`src/rtl/prim_clock_en_mux.sv`:
```
// prim_clock_en_mux: glitch-free N-way selector of clock-enable strobes, with drain/gap/arm switching
module prim_clock_en_mux #(
    parameter int NumSrc     = 4,
    parameter int RstSel     = 0,
    parameter int GapCycles  = 2,
    parameter int TimeoutCyc = 255,
    parameter int SelW       = $clog2(NumSrc)
) (
    input  logic              clk_i,
    input  logic              rst_i,
    input  logic [NumSrc-1:0] en_i,
    input  logic [SelW-1:0]   sel_i,
    input  logic              sel_valid_i,
    output logic              sel_ready_o,
    output logic              en_o,
    output logic [SelW-1:0]   cur_sel_o,
    output logic              busy_o,
    output logic              done_o,
    output logic              err_o
);
    localparam int TmoW   = $clog2(TimeoutCyc + 1);
    localparam int GapW   = $clog2(GapCycles + 1);
    localparam int NumPad = 1 << SelW;
    localparam logic [1:0] StActive = 2'd0;
    localparam logic [1:0] StDrain  = 2'd1;
    localparam logic [1:0] StGap    = 2'd2;
    localparam logic [1:0] StArm    = 2'd3;
    logic [1:0]        state_q, state_d;
    logic [SelW-1:0]   cur_q, cur_d, nxt_q, nxt_d;
    logic [TmoW-1:0]   tmo_q, tmo_d;
    logic [GapW-1:0]   gap_q, gap_d;
    logic              done_q, done_d, err_q, err_d;
    logic [NumPad-1:0] en_ext;
    logic              cur_en, tmo_end, sel_bad;
    // padding lets cur_q index safely when NumSrc is not a power of two
    assign en_ext  = NumPad'(en_i);
    assign cur_en  = en_ext[cur_q];
    assign tmo_end = tmo_q == TmoW'(TimeoutCyc - 1);
    assign sel_bad = {1'b0, sel_i} >= (SelW + 1)'(NumSrc);
    always_comb begin
        state_d = state_q;
        cur_d   = cur_q;
        nxt_d   = nxt_q;
        tmo_d   = tmo_q;
        gap_d   = gap_q;
        done_d  = 1'b0;
        err_d   = err_q;
        case (state_q)
            StActive: if (sel_valid_i) begin
                if (sel_bad) err_d = 1'b1;
                else if (sel_i == cur_q) done_d = 1'b1;
                else begin
                    state_d = StDrain;
                    nxt_d   = sel_i;
                    tmo_d   = '0;
                end
            end
            StDrain: if (cur_en || tmo_end) begin
                state_d = StGap;
                gap_d   = '0;
                err_d   = err_q | ~cur_en;
            end else tmo_d = tmo_q + 1'b1;
            StGap: if (gap_q == GapW'(GapCycles - 1)) begin
                state_d = StArm;
                cur_d   = nxt_q;
                tmo_d   = '0;
            end else gap_d = gap_q + 1'b1;
            default: if (cur_en || tmo_end) begin
                state_d = StActive;
                done_d  = 1'b1;
                err_d   = err_q | ~cur_en;
            end else tmo_d = tmo_q + 1'b1;
        endcase
    end
    always_ff @(posedge clk_i) begin
        if (rst_i) begin
            state_q <= StActive;
            cur_q   <= SelW'(RstSel);
            nxt_q   <= '0;
            tmo_q   <= '0;
            gap_q   <= '0;
            done_q  <= 1'b0;
            err_q   <= 1'b0;
        end else begin
            state_q <= state_d;
            cur_q   <= cur_d;
            nxt_q   <= nxt_d;
            tmo_q   <= tmo_d;
            gap_q   <= gap_d;
            done_q  <= done_d;
            err_q   <= err_d;
        end
    end
    assign en_o        = (state_q != StGap) & cur_en;
    assign sel_ready_o = state_q == StActive;
    assign busy_o      = state_q != StActive;
    assign cur_sel_o   = cur_q;
    assign done_o      = done_q;
    assign err_o       = err_q;
endmodule
```
`config.mk`:
```
export PLATFORM = sky130hd
export DESIGN_NAME = prim_clock_en_mux
export DESIGN_NICKNAME = d
export VERILOG_FILES = /design/src/rtl/prim_clock_en_mux.sv
export SDC_FILE = /design/constraint.sdc
export NUM_CORES = 1
export LEC_CHECK = 0
export CAP_MARGIN = 20
export CORE_MARGIN = 2
export CORE_UTILIZATION = 42
export CTS_CLUSTER_SIZE = 8
export DETAILED_ROUTE_END_ITERATION = 16
export GPL_TIMING_DRIVEN = 0
export PLACE_DENSITY = 0.7
export SLEW_MARGIN = 40
export SYNTH_ARGS = -nofsm -noshare
export SYNTH_HDL_FRONTEND = slang
export SYNTH_SLANG_ARGS = --single-unit
export TNS_END_PERCENT = 1
```
`constraint.sdc`:
```
create_clock -name clk_i -period 5.5 [get_ports clk_i]
set_clock_uncertainty 0.2 [all_clocks]
set_input_delay 0.55 -clock clk_i [delete_from_list [all_inputs] [get_ports clk_i]]
set_output_delay 0.55 -clock clk_i [all_outputs]
set_load 0.01 [all_outputs]
```
After elaboration in Yosys (flattened, before gate mapping)
Cells that the tools add are included.
W data, S select, Z words.
{"block": "word_totals", "register_bits": 18, "in_bits": 9, "elab_cells": 59}
{"block": "classes", "add_sub_neg": 2, "magnitude_cmp": 1, "eq_ne": 12, "muxes": 19, "bitwise": 5, "n_reduce_logical": 13}
{"op": "$mux W8", "count": 4}
{"op": "$pmux W8 S2", "count": 1}
{"op": "$mux W2", "count": 6}
{"op": "$ne A2 B2 Y1 const B", "count": 6}
{"op": "$add A8 B1 Y8 const B", "count": 1}
{"op": "$eq A8 B8 Y1 const B", "count": 1}
{"op": "$pmux W2 S3", "count": 1}
{"op": "$reduce_and A3 Y1", "count": 2}
{"op": "$reduce_and A5 Y1", "count": 1}
{"op": "$eq A2 B1 Y1 const B", "count": 2}
{"op": "$mux W1", "count": 4}
{"op": "$pmux W2 S2", "count": 1}
{"op": "$reduce_and A2 Y1", "count": 2}
{"op": "$reduce_and A4 Y1", "count": 1}
{"op": "$reduce_bool A2 Y1", "count": 2}
{"op": "$reduce_or A2 Y1", "count": 2}
{"op": "$lt A2 B3 Y1 const B", "count": 1}
{"op": "$ne A3 B2 Y1 const B", "count": 1}
{"op": "$not A1 Y1", "count": 3}
{"op": "$reduce_bool A3 Y1", "count": 1}
{"op": "$add A2 B1 Y2 const B", "count": 1}
{"op": "$bmux W1 S2", "count": 1}
{"op": "$eq A2 B2 Y1", "count": 1}
{"op": "$eq A2 B2 Y1 const B", "count": 1}
{"op": "other kinds (5)", "count": 5}

Depth between registers and ports, before layout
{"block": "logic_depth", "word_depth": 5, "mapped_depth": 9, "mapped_depth_nobuf": 7}

Least setup slack after synthesis
OpenSTA, ideal clock, no wires.
{"block": "synth_timing", "kind": "input-to-reg", "from": "in en_i[3]", "to": "reg tmo_q[7]", "setup_ps": 70, "arrival_time_ps": 2062, "path_slack_ps": 3168, "path_stages": 5, "path_buffers": 0, "cell_sequence": "mux4_2 -> a41oi_4 -> o22ai_4 -> or4_1 -> a21oi_1"}
{"block": "synth_via", "elab_chain_len": 5}
{"item": "start, declared", "line": "11", "rtl": "input logic [NumSrc-1:0] en_i,"}
{"item": "$bmux W1 S2", "line": "37", "rtl": "assign cur_en = en_ext[cur_q];"}
{"item": "$mux W1 (not written as such)", "line": "37"}
{"item": "$logic_or A1 B1 Y1", "line": "58, 68"}
{"item": "$ne A3 B2 Y1 (no line)"}
{"item": "$reduce_and A4 Y1 (no line)"}
{"item": "end signal, assigned", "line": "88", "rtl": "tmo_q <= tmo_d;"}
{"item": "end, declared", "line": "30", "rtl": "logic [TmoW-1:0] tmo_q, tmo_d;"}
No other way between the ends. The select of a mux whose other input is x is not followed.
A chain may end at the register's enable or synchronous reset.

Worst setup path after layout
{"block": "layout_timing", "from": "in en_i[3]", "to": "out en_o"}
{"block": "layout_via", "elab_chain_len": 3}
{"item": "$bmux W1 S2", "line": "37"}
{"item": "$mux W1 (not written as such)", "line": "37"}
{"item": "$and A1 B1 Y1", "line": "94", "rtl": "assign en_o = (state_q != StGap) & cur_en;"}
{"item": "end, declared", "line": "15", "rtl": "output logic en_o,"}
No other way between the ends. The select of a mux whose other input is x is not followed.

==> Flow_metrics.wiki <==
{| class="wikitable"
! Metric !! Value
|-
| Post-detailed-placement half-perimeter wirelength || 1638 um
|-
| All-layer global routing usage || 17.02%
|-
| Port-buffer cells || 15
|-
| Filler cells || 213
|-
| Die ar. || 2770 um^2
|-
| Final critical delay including setup and external delays || 2.883 ns
|-
| Clock-pin slew on the worst setup and hold paths || 0.10 ns
|-
| Average size of a mapped cell || 9.031 um^2
|-
| Area growth, synth to finish || 20.91%
|-
| Number of iterations in the first detailed-routing pass || 4
|-
| Clock Root Buffer || sky130_fd_sc_hd__clkbuf_4
|-
| Worst Path Class, Setup || input port to output pin
|-
| Site Rows || 17
|-
| Global-route wire length before repair || 3429 um
|-
| Share of async-settable or async-resettable flops after synthesis || 0%
|-
| Tightest Pin Transition || 0.5377 ns
|-
| Cell depth of the worst min-delay path || 2
|-
| Number of gates resized after CTS || 0
|-
| Overall die width || 52.64 um
|-
| Highest attainable clock frequency || 346.9 MHz
|-
| Total of hold buffers inserted after clock tree synthesis || 0
|-
| EDFF count, synth || 0
|-
| Source-to-sink clock delay at the later pin of the worst-skew pair || 0.29 ns
|-
| Startpoint type of the worst setup path || input port
|-
| Count of buffers added by post-CTS timing repair for setup || 0
|-
| Count of final max-slew check failures || 0
|-
| Core footprint || 2233 um^2
|-
| Largest net degree at the start of global routing || 11
|-
| Number of antenna violations at the first check in global routing || 0
|-
| Via count || 854
|-
| Final count of hold timing violations || 0
|-
| CP Data Required Time || 4.75 ns
|-
| Vias in the first global route || 819
|-
| Number of design-rule violations left by the first detailed-router iteration || 22
|-
| Register bit count reported by yosys || 18
|-
| Outcome || finished, final reports clean
|-
| Peak VDD IR || 0.2168 mV
|-
| Number of buffers created by CTS || 3
|-
| Total of warnings raised by yosys || 0
|-
| Pwr Density || 378.0 nW/um^2
|-
| DIE HEIGHT || 52.64 um
|-
| Mapped Cells || 110
|-
| Leak Pwr || 0.4172 nW
|-
| Ys flop type || sky130_fd_sc_hd__dfxtp_1
|-
| Layout Nets || 146
|-
| CTS tree || done
|-
| Number of unique standard cell types used by synthesis || 31
|-
| Final clock period utilization by the worst path || 52.41%
|-
| Setup repair after global routing missed its margin || false
|-
| DP Area || 1179 um^2
|-
| Leftover overflow at the end of global routing || 0
|-
| Top-level I/O count || 16
|-
| Cell area after synthesis || 993.5 um^2
|-
| Class of the worst hold path || flop to flop
|-
| Post-synthesis net count || 126
|-
| Number of H-tree branching levels || 1
|-
| Aggregate routed wire length || 2082 um
|-
| Post-route antenna net violation count || 0
|-
| Diodes inserted || 0
|-
| Gp weighted congestion || 0.8274
|-
| Total power || 0.4541 mW
|-
| Worst slew slack as a fraction of its limit || 64.08%
|-
| Setup_tns || 0 ns
|-
| Type of destination of the critical path || output pin
|-
| Ratio of cells with drive above 1 in the final layout || 7.031%
|-
| Via/cell ratio || 5.474
|-
| Worst Path Arrival || 2.13 ns
|-
| Largest buffer count on any clock path || 2
|-
| CP Max Fanout || 3
|-
| Wire length per cell || 13.35 um
|-
| Total DRC errors in the routed layout || 0
|-
| Max-cap viol count || 0
|-
| Design area || 1201 um^2
|-
| TritonCTS Sinks || 18
|-
| Length in cells of the worst reg-to-reg path || 8
|-
| Post-synthesis sequential area ratio || 36.27%
|-
| Total setup violations reported at the end of the flow || 0
|-
| Starting density of the core || 44.48%
|}
## synthesized netlist by cell type, drive strengths merged (2+ instances only)
cell,n,share of area [%]
or4,2,1.5
mux2i,5,5.0
dfxtp,18,36
a211oi,2,2.0
clkbuf,3,1.1
nor2,12,4.5
inv,6,2.3
nand2,6,2.3
nand4,2,1.3
nand2b,4,2.5
o31ai,2,1.5
xnor2,2,1.8
nand3,4,2.0
a21oi,12,6.0
nand3b,3,2.3
nor2b,2,1.3
o21ai,4,2.0
ha,7,8.8
or3,3,1.9
## final timing paths
path	start	end	slack (ns)
worst max-delay path	en_i[3]	en_o	2.62
worst min-delay path	nxt_q[0]$_SDFFE_PP0P_	cur_sel_o[0]$_SDFFE_PP0P_	0.27
worst max register to register	state_q[0]$_SDFFE_PP0P_	tmo_q[4]$_SDFFE_PP0P_	2.92
worst min register to register	nxt_q[0]$_SDFFE_PP0P_	cur_sel_o[0]$_SDFFE_PP0P_	0.27
## logic make-up (layout without fill, tap and decap cells)
| logic type | after synthesis | count (layout) | share of synthesized area (%) |
|---|---|---|---|
| AOI/OAI and AO/OA | 25 | 25 | 18.89 |
| muxes | 7 | 7 | 8.438 |
| DFF | 18 | 18 | 36.27 |
| adders and majority gates | 7 | 7 | 8.816 |
| and+or+nand+nor | 41 | 41 | 21.53 |
| buffers and inverters | 9 | 27 | 3.400 |
| xor gates and xnor gates | 3 | 3 | 2.645 |
## area by class of cell
| class | count | area [um^2] | area share [%] |
|---|---|---|---|
| inverter | 6 | 22.52 | 1.875 |
| tap | 28 | 35.03 | 2.917 |
| timing repair buffer | 15 | 150.1 | 12.50 |
| multi-input combinational | 83 | 599.3 | 49.90 |
| buffer | 3 | 11.26 | 0.9375 |
| sequential | 18 | 360.3 | 30.00 |
| clock buffer | 3 | 22.52 | 1.875 |
## sequential cells by signal, summed over array words and instances, names as in the netlist
| name | cells |
|---|---|
| gap_q | 2 |
| done_o | 1 |
| state_q | 2 |
| cur_sel_o | 2 |
| nxt_q | 2 |
| err_o | 1 |
| tmo_q | 8 |
## per-stage QoR
| stage | instances | hold WS [ns] | utilization [%] | worst slack (ns) |
|---|---|---|---|---|
| final | 156 | 0.2696 | 53.78 | 2.617 |
| after global routing | 156 | 0.2976 | 53.78 | 2.593 |
| after CTS | 156 | 0.2779 | 53.78 | 2.617 |
| after detailed placement | 153 | 0.2622 | 52.77 | 2.602 |
| after global placement | 153 | 0.2562 | 52.77 | 2.641 |
| after floorplan | 110 | 0.2368 | - | 3.168 |
## routing by layer
| layer | global-route usage, % | wire, um | up-vias | part of all wire, % |
|---|---|---|---|---|
| met4 | 3.846 | 13 | 0 | 0.62 |
| met5 | 0 | 0 | - | 0 |
| met2 | 31.67 | 1100 | 22 | 53 |
| met3 | 6.286 | 106 | 2 | 5.1 |
| met1 | 17.93 | 861 | 396 | 41 |
| li1 | - | - | 434 | - |
## worst max-delay path, stage by stage
cell and delay (ns):
sky130_fd_sc_hd__clkdlybuf4s50_1 0.41, sky130_fd_sc_hd__mux4_2 0.52, sky130_fd_sc_hd__nor2b_1 0.15, sky130_fd_sc_hd__clkdlybuf4s50_1 0.49
## power breakdown
group / switching [mW] / total, mW / internal (mW) / leakage (nW)
registers: 0.0126 / 0.157 / 0.145 / 0.146
clock network: 0.0396 / 0.0651 / 0.0255 / 0.0138
logic: 0.126 / 0.232 / 0.106 / 0.258
total: 0.178 / 0.454 / 0.276 / 0.417
## layout by cell type, fill, tap and decap left out, types with 4 or more instances in the layout
cell,n
sky130_fd_sc_hd__dfxtp_1,18
sky130_fd_sc_hd__clkdlybuf4s50_1,15
sky130_fd_sc_hd__nor2_1,12
sky130_fd_sc_hd__a21oi_1,12
sky130_fd_sc_hd__ha_1,7
sky130_fd_sc_hd__inv_1,6
sky130_fd_sc_hd__nand2_1,6
sky130_fd_sc_hd__mux2i_1,5
sky130_fd_sc_hd__nand2b_1,4
sky130_fd_sc_hd__o21ai_0,4
sky130_fd_sc_hd__nand3_1,4
(Power assumes the default switching activity.)
